<file path="src/rtl/rf_pkg.sv">
// Shared constants for the register-file write-port scheduler.
package rf_pkg;

  localparam int XLEN = 32;
  localparam int AW   = 5;
  localparam int NREG = 32;

  // Scheduler state encoding
  localparam logic CLEAR = 1'b0;
  localparam logic RUN   = 1'b1;

endpackage

</file>
<file path="src/rtl/rr_arbiter.sv">
// Combinational round-robin pick: first asserted request at or after ptr,
// wrapping modulo N_REQ. The pointer itself is owned by the caller.
module rr_arbiter #(
  parameter int N_REQ = 3,
  parameter int PW    = 2
) (
  input  logic [N_REQ-1:0] req,
  input  logic [PW-1:0]    ptr,
  output logic [N_REQ-1:0] gnt,
  output logic [PW-1:0]    gnt_idx,
  output logic             gnt_valid
);

  int            idx;
  logic [PW-1:0] sel;

  // Walk the requesters starting at ptr and latch the first one found
  always_comb begin
    gnt       = '0;
    gnt_idx   = '0;
    gnt_valid = 1'b0;
    idx       = 0;
    sel       = '0;
    for (int k = 0; k < N_REQ; k++) begin
      idx = int'(ptr) + k;
      if (idx >= N_REQ) idx = idx - N_REQ;
      sel = idx[PW-1:0];
      if (!gnt_valid && req[sel]) begin
        gnt[sel]  = 1'b1;
        gnt_idx   = sel;
        gnt_valid = 1'b1;
      end
    end
  end

endmodule

</file>
<file path="src/rtl/rf_wr_sched.sv">
// Owns the register file's single write port. After reset, or on clr_start,
// it zeroes x1..x31 one per cycle; otherwise it grants one writeback
// requester per cycle in round-robin order and registers the write.
module rf_wr_sched #(
  parameter int N_REQ = 3,
  parameter int XLEN  = rf_pkg::XLEN,
  parameter int AW    = rf_pkg::AW
) (
  input  logic                  clk,
  input  logic                  rst,
  input  logic [N_REQ-1:0]      req_valid,
  input  logic [N_REQ*AW-1:0]   req_addr,
  input  logic [N_REQ*XLEN-1:0] req_data,
  output logic [N_REQ-1:0]      req_ready,
  input  logic                  clr_start,
  output logic                  clr_busy,
  output logic                  clr_done,
  output logic                  rf_we,
  output logic [AW-1:0]         rf_a3,
  output logic [XLEN-1:0]       rf_wd3
);
  import rf_pkg::*;

  localparam int PW = (N_REQ > 1) ? $clog2(N_REQ) : 1;

  logic            state;
  logic [AW-1:0]   clr_idx;
  logic            clr_fin;   // last clear write issued; finish next cycle
  logic [PW-1:0]   rr_ptr;

  logic [N_REQ-1:0] gnt;
  logic [PW-1:0]    gnt_idx;
  logic             gnt_valid;
  logic             accept;
  logic [AW-1:0]    sel_addr;
  logic [XLEN-1:0]  sel_data;
  logic [PW-1:0]    nxt_ptr;

  rr_arbiter #(
    .N_REQ (N_REQ),
    .PW    (PW)
  ) u_arb (
    .req       (req_valid),
    .ptr       (rr_ptr),
    .gnt       (gnt),
    .gnt_idx   (gnt_idx),
    .gnt_valid (gnt_valid)
  );

  // Grants are only exposed in RUN and never in the cycle a clear is requested
  always_comb begin
    accept    = (state == RUN) && !clr_start && gnt_valid;
    req_ready = accept ? gnt : '0;
    clr_busy  = (state == CLEAR);
    sel_addr  = req_addr[int'(gnt_idx)*AW +: AW];
    sel_data  = req_data[int'(gnt_idx)*XLEN +: XLEN];
    nxt_ptr   = (gnt_idx == PW'(N_REQ-1)) ? '0 : gnt_idx + 1'b1;
  end

  // Clear sequencing, round-robin pointer and the registered write port
  always_ff @(posedge clk or negedge rst) begin
    if (!rst) begin
      state    <= CLEAR;
      clr_idx  <= AW'(1);
      clr_fin  <= 1'b0;
      rr_ptr   <= '0;
      rf_we    <= 1'b0;
      rf_a3    <= '0;
      rf_wd3   <= '0;
      clr_done <= 1'b0;
    end else begin
      clr_done <= 1'b0;
      if (state == CLEAR) begin
        if (clr_fin) begin
          rf_we    <= 1'b0;
          clr_fin  <= 1'b0;
          clr_done <= 1'b1;
          state    <= RUN;
        end else begin
          rf_we  <= 1'b1;
          rf_a3  <= clr_idx;
          rf_wd3 <= '0;
          if (clr_idx == AW'(NREG-1)) begin
            clr_idx <= AW'(1);
            clr_fin <= 1'b1;
          end else begin
            clr_idx <= clr_idx + 1'b1;
          end
        end
      end else if (clr_start) begin
        rf_we <= 1'b0;
        state <= CLEAR;
      end else if (accept) begin
        // x0 is hardwired: the transfer is consumed but nothing is written
        rf_we  <= |sel_addr;
        rf_a3  <= sel_addr;
        rf_wd3 <= sel_data;
        rr_ptr <= nxt_ptr;
      end else begin
        rf_we <= 1'b0;
      end
    end
  end

endmodule
</file>
<file path="config.mk">
export PLATFORM = sky130hd
export DESIGN_NAME = rf_wr_sched
export DESIGN_NICKNAME = d
export VERILOG_FILES = /design/src/rtl/rf_pkg.sv /design/src/rtl/rr_arbiter.sv /design/src/rtl/rf_wr_sched.sv
export SDC_FILE = /design/constraint.sdc
export NUM_CORES = 1
export LEC_CHECK = 0
export ABC_AREA = 1
export ABC_CLOCK_PERIOD_IN_PS = 2530
export CAP_MARGIN = 0
export CORE_AREA = 3 3 96 98
export CTS_CLUSTER_SIZE = 24
export DETAILED_ROUTE_END_ITERATION = 6
export DIE_AREA = 0 0 99 101
export HOLD_SLACK_MARGIN = 0.15
export PLACE_DENSITY = 0.76
export SLEW_MARGIN = 30
export SYNTH_ARGS = -nofsm -noshare
export SYNTH_HDL_FRONTEND = slang
export SYNTH_HIERARCHICAL = 1
export SYNTH_SLANG_ARGS = --single-unit
</file>
<file path="constraint.sdc">
create_clock -name clk -period 2.53 [get_ports clk]
set_clock_uncertainty 0.2 [all_clocks]
set_input_delay 0.253 -clock clk [delete_from_list [all_inputs] [get_ports clk]]
set_output_delay 0.253 -clock clk [all_outputs]
set_load 0.05 [all_outputs]
</file>
==> flow_summary.yaml <==
global_routing:
  grt_usage_pct: 21.21
  grt_pass1_wl_mm: 17.10
  grt_max_degree: 49
  antenna_found_initial: 0
  grt-ovfl-total: 0
  grt_pass1_vias: 3474
setup_path:
  slowest_stage: "dfrtp_2"
  cp-end-kind: "output pin"
  critPathLaunchType: "flop"
  max_stage_delay_ns: 0.47
  critPathKind: "flop to output pin"
  worst_ep_required_time_ns: 2.08
  path_cells: "ha_4, inv_6, nand3_2, o31ai_4, buf_6, buf_4, or2_4, nand2_8, nor2_4, buf_12"
  cp_max_fo: 5
  crit_arrival_ns: 2.12
place:
  post-place-ws_ns: -0.1267
  dpl-instance-area_mm2: 0.004916
  placement.io_buffers: 159
  dp.cells: 670
  gp_congestion: 0.9359
  dp_hpwl_mm: 8.070
synthesis:
  syn_inst: 391
  synthAdderAreaFrac_pct: 2.478
  synth_fp_nets: 514
  yosysTopAreaCell: "dfrtp_1"
  syn_avg_cell_area_um2: 7.747
  synth_ff_type: "dfrtp_1"
  synth_compound_area_share_pct: 11.15
  async_flop_share_pct: 100.0
  synth_area_leaders: "dfrtp_1, nand2_1, nand3_1"
  synthXorXnorAreaFrac_pct: 0
  synth_mux_area_share_pct: 0
  synthTopCellsByCount: "nand2_1, nand3_1, dfrtp_1"
  yosysMostFrequentCell: "nand2_1"
  synth_edf_count: 0
  synth.ff_latch_count: 48
  synth.top_cell.area_share_pct: 38.83
  synth-simple-area-share_pct: 37.17
  synth-seq-area-share_pct: 39.69
  netlist_area_mm2: 0.003029
  synth_top_family_by_area: "simple AND/OR/NAND/NOR gates"
  ys_warn_count: 6
  yosysUniqueCellTypes: 31
drt:
  dr.pass1.iters: 5
  vias_per_cell: 5.155
  vias: 3614
  drt_iter0_drc: 139
  wire_per_inst_um: 16.33
  antenna_left: 0
  routed_wirelength_mm: 11.45
  drc: 0
floorplan:
  io_pins: 160
  fp-row-count: 34
  die_h_um: 101
  coreArea_mm2: 0.008551
  initial_utilization_pct: 35.43
  die_area_mm2: 0.009999
  die_w_um: 99
power:
  leakage_uw: 0.002479
  finalPower_uw: 7125
  ir_drop_mv: 0.7233
  p_per_area_mw_per_mm2: 1283
cells_and_area:
  antenna_cells: 0
  multi_input_area_mm2: 0.001722
  syn2layout_area_growth_pct: 83.40
  fillers: 695
  fin_cells: 701
  finalInstanceArea_mm2: 0.005555
  nNetsFinal: 715
  drive_above_1_share_pct: 21.08
  ff_latch_area_mm2: 0.001204
sta:
  slew_headroom_pct: 58.86
  worst_hold_slack_ns: 0.3066
  slew_violations: 0
  rsz0062_at_grt: "true"
  period_share_pct: 101.6
  period_minus_slack_ns: 2.572
  setup_viol: 3
  fin_ws_ns: -0.04152
  fmax_ghz: 0.3889
  tightest_slew_ns: 0.6171
  hold_viol_final: 0
outcome:
  status: "finished, violations left"
  violations: "setup timing"
clock_tree:
  cts-buffers-inserted: 5
  worstSkewPairLatency_ns: 0.30
  cts.path.max_buffers: 2
  root_buffer: "clkbuf_8"
  cts_tree: "done"
  clk_pin_slew_worst_paths_ns: 0.09
  cts_max_level: 2
  cts_sinks: 48
job:
  max-cap-violations: 0
hold_path:
  min_path_type: "flop to flop"
critical path: cells and delay by family (launching register included):
kind | cells | cell delay, ns
fa+ha+maj | 1 | 0.33
buf+inv | 4 | 0.46
compound gates | 1 | 0.07
flops | 1 | 0.47
simple gates | 4 | 0.49
logic make-up after synthesis:
group / Yosys count
AND/OR/NAND/NOR: 236
buffers and inverters: 54
flip-flops: 48
AO/OA/AOI/OAI: 47
adder cells (fa/ha/maj): 6
per-stage QoR:
| step | utilization (%) | TNS, ns |
|---|---|---|
| finish | 64.97 | -0.1118 |
| global route | 64.97 | -1.476 |
| CTS | 61.21 | -0.01146 |
| detailed placement | 57.49 | -2.923 |
| global placement | 57.49 | -0.4151 |
| floorplan | - | -0.2363 |
cell usage in the layout (no fill, tap or decap), drive strengths merged:
master         count
a21oi             13
ha                 6
bufinv             3
clkdlybuf4s50    155
clkinv             1
o31ai              2
o21ai              9
clkbuf             8
nand4             19
nand3             81
or2                2
nor2              19
nand2            115
a31oi              1
a22o              22
dlygate4sd3        1
buf               55
dfrtp             47
dfstp              1
nor3               1
inv               32
final timing paths:
| kind | startpoint | to | slack, ns | cells past startpoint |
|---|---|---|---|---|
| max in group asynchronous | rst | rr_ptr[1]$_DFFE_PN0P_ | 1.30 | 3 |
| worst min register to register | rf_wd3[13]$_DFFE_PN0P_ | rf_wd3[13]$_DFFE_PN0P_ | 0.31 | 2 |
| min in group asynchronous | rst | rf_wd3[10]$_DFFE_PN0P_ | 0.37 | 3 |
| worst min-delay path | rf_wd3[13]$_DFFE_PN0P_ | rf_wd3[13]$_DFFE_PN0P_ | 0.31 | 2 |
| worst max register to register | rr_ptr[1]$_DFFE_PN0P_ | rf_wd3[21]$_DFFE_PN0P_ | 0.03 | 12 |
| worst max-delay path | rr_ptr[1]$_DFFE_PN0P_ | req_ready[0] | -0.04 | 10 |
layout make-up:
cell class	instances	share of cell area, %
sequential	48	21.67
tap	108	2.432
clock buffer	5	1.239
multi-input combinational	290	30.99
timing repair buffer	214	39.01
clock inverter	3	1.622
inverter	32	2.883
timing repair inverter	1	0.1577
registers in the layout (all words and copies together) (netlist names):
signal / cells
clr_fin: 1
rr_ptr: 2
rf_we: 1
clr_done: 1
clr_idx: 5
rf_a3: 5
state: 1
rf_wd3: 32
power breakdown:
part,leakage [µW],switching (µW),total (µW),internal (µW)
registers,0.000636,148,1100,948
clock network,0.0000784,272,767,494
logic,0.00176,3010,5260,2250
per-layer routing:
metal / part of all wire (%) / wire length (µm) / global-route usage (%)
met2: 50 / 5739 / 36.62
met4: 1.5 / 174 / 5.042
met5: 0 / 0 / 0
met3: 8.6 / 979 / 5.329
met1: 40 / 4556 / 26.64
repair_timing:
item	in CTS	in global routing
cloned	1	6
hold buffers	1	0
buffers inserted	3	12
resized for setup	26	41
endpoints found under the setup margin	37	37
hold endpoints to repair	47	0
pin swaps	6	8
Power figures use the tool's default switching activity.
==> RTL change: new RTL, same settings <==
`N_REQ` is set to 3 in 2 places; all go to 6.
--- a/src/rtl/rr_arbiter.sv
+++ b/src/rtl/rr_arbiter.sv
@@ -1,7 +1,7 @@
 // Combinational round-robin pick: first asserted request at or after ptr,
 // wrapping modulo N_REQ. The pointer itself is owned by the caller.
 module rr_arbiter #(
-  parameter int N_REQ = 3,
+  parameter int N_REQ = 6,
   parameter int PW    = 2
 ) (
   input  logic [N_REQ-1:0] req,
--- a/src/rtl/rf_wr_sched.sv
+++ b/src/rtl/rf_wr_sched.sv
@@ -2,7 +2,7 @@
 // it zeroes x1..x31 one per cycle; otherwise it grants one writeback
 // requester per cycle in round-robin order and registers the write.
 module rf_wr_sched #(
-  parameter int N_REQ = 3,
+  parameter int N_REQ = 6,
   parameter int XLEN  = rf_pkg::XLEN,
   parameter int AW    = rf_pkg::AW
 ) (
Ports: changed (resized req_addr, req_data, req_ready and req_valid); port bits go from 160 to 277. No check against the original RTL was run, so the function may have changed too.
==> RTL change against the unedited design <==
- the run now fails in 3_3_place_gp
- synthesized area grew 69%
- synthesized cell count grew 120%
==> RTL change: results (changes against the unedited design) <==
Placement
  – PortBufs: 276 (+74%)

Logic synthesis
  – Register bit total from synthesis: 49 (+2.1%)
  – Post-synthesis mux area share: 0% (unchanged)
  – Synthesized Nets: 1102 (+110%)
  – Fraction of registers with async set/reset: 100% (unchanged)
  – List of most frequent post-synthesis cells: nand2_1, nand3_1, nor2_1
  – Mapped Area: 5130 um2 (+69%)
  – Compound-Gate Fraction of Synth Area: 18.4% (+7.3 points)
  – Synthesized-area fraction occupied by xor and xnor cells: 0.342% (+0.34 points)
  – Synth warnings: 6 (unchanged)
  – Avg Cell Area, Syn: 5.95 um2 (-23%)
  – Sequential-to-total area share from yosys stat: 23.9% (-16 points)
  – Synth cell types: 38 (+23%)
  – Top cells by area, synth: dfrtp_1, nand2_1, nand3_1, nor2_1, o21ai_0
  – Post-synth EDFFs: 0 (unchanged)
  – Adder-cell share of the synthesized area: 2.20% (-0.28 points)

Outcome
  – Stopped at: 3_3_place_gp
  – Halt Reason: [ERROR GPL-0301] Utilization 103.635 % exceeds 100%.
  – Status: did not finish
-- RTL change: cells by family after synthesis --
group           count (synthesis)
compound gates                165
xor+xnor                        2
fa+ha+maj                       9
buf+inv                       125
flops                          49
simple gates                  512
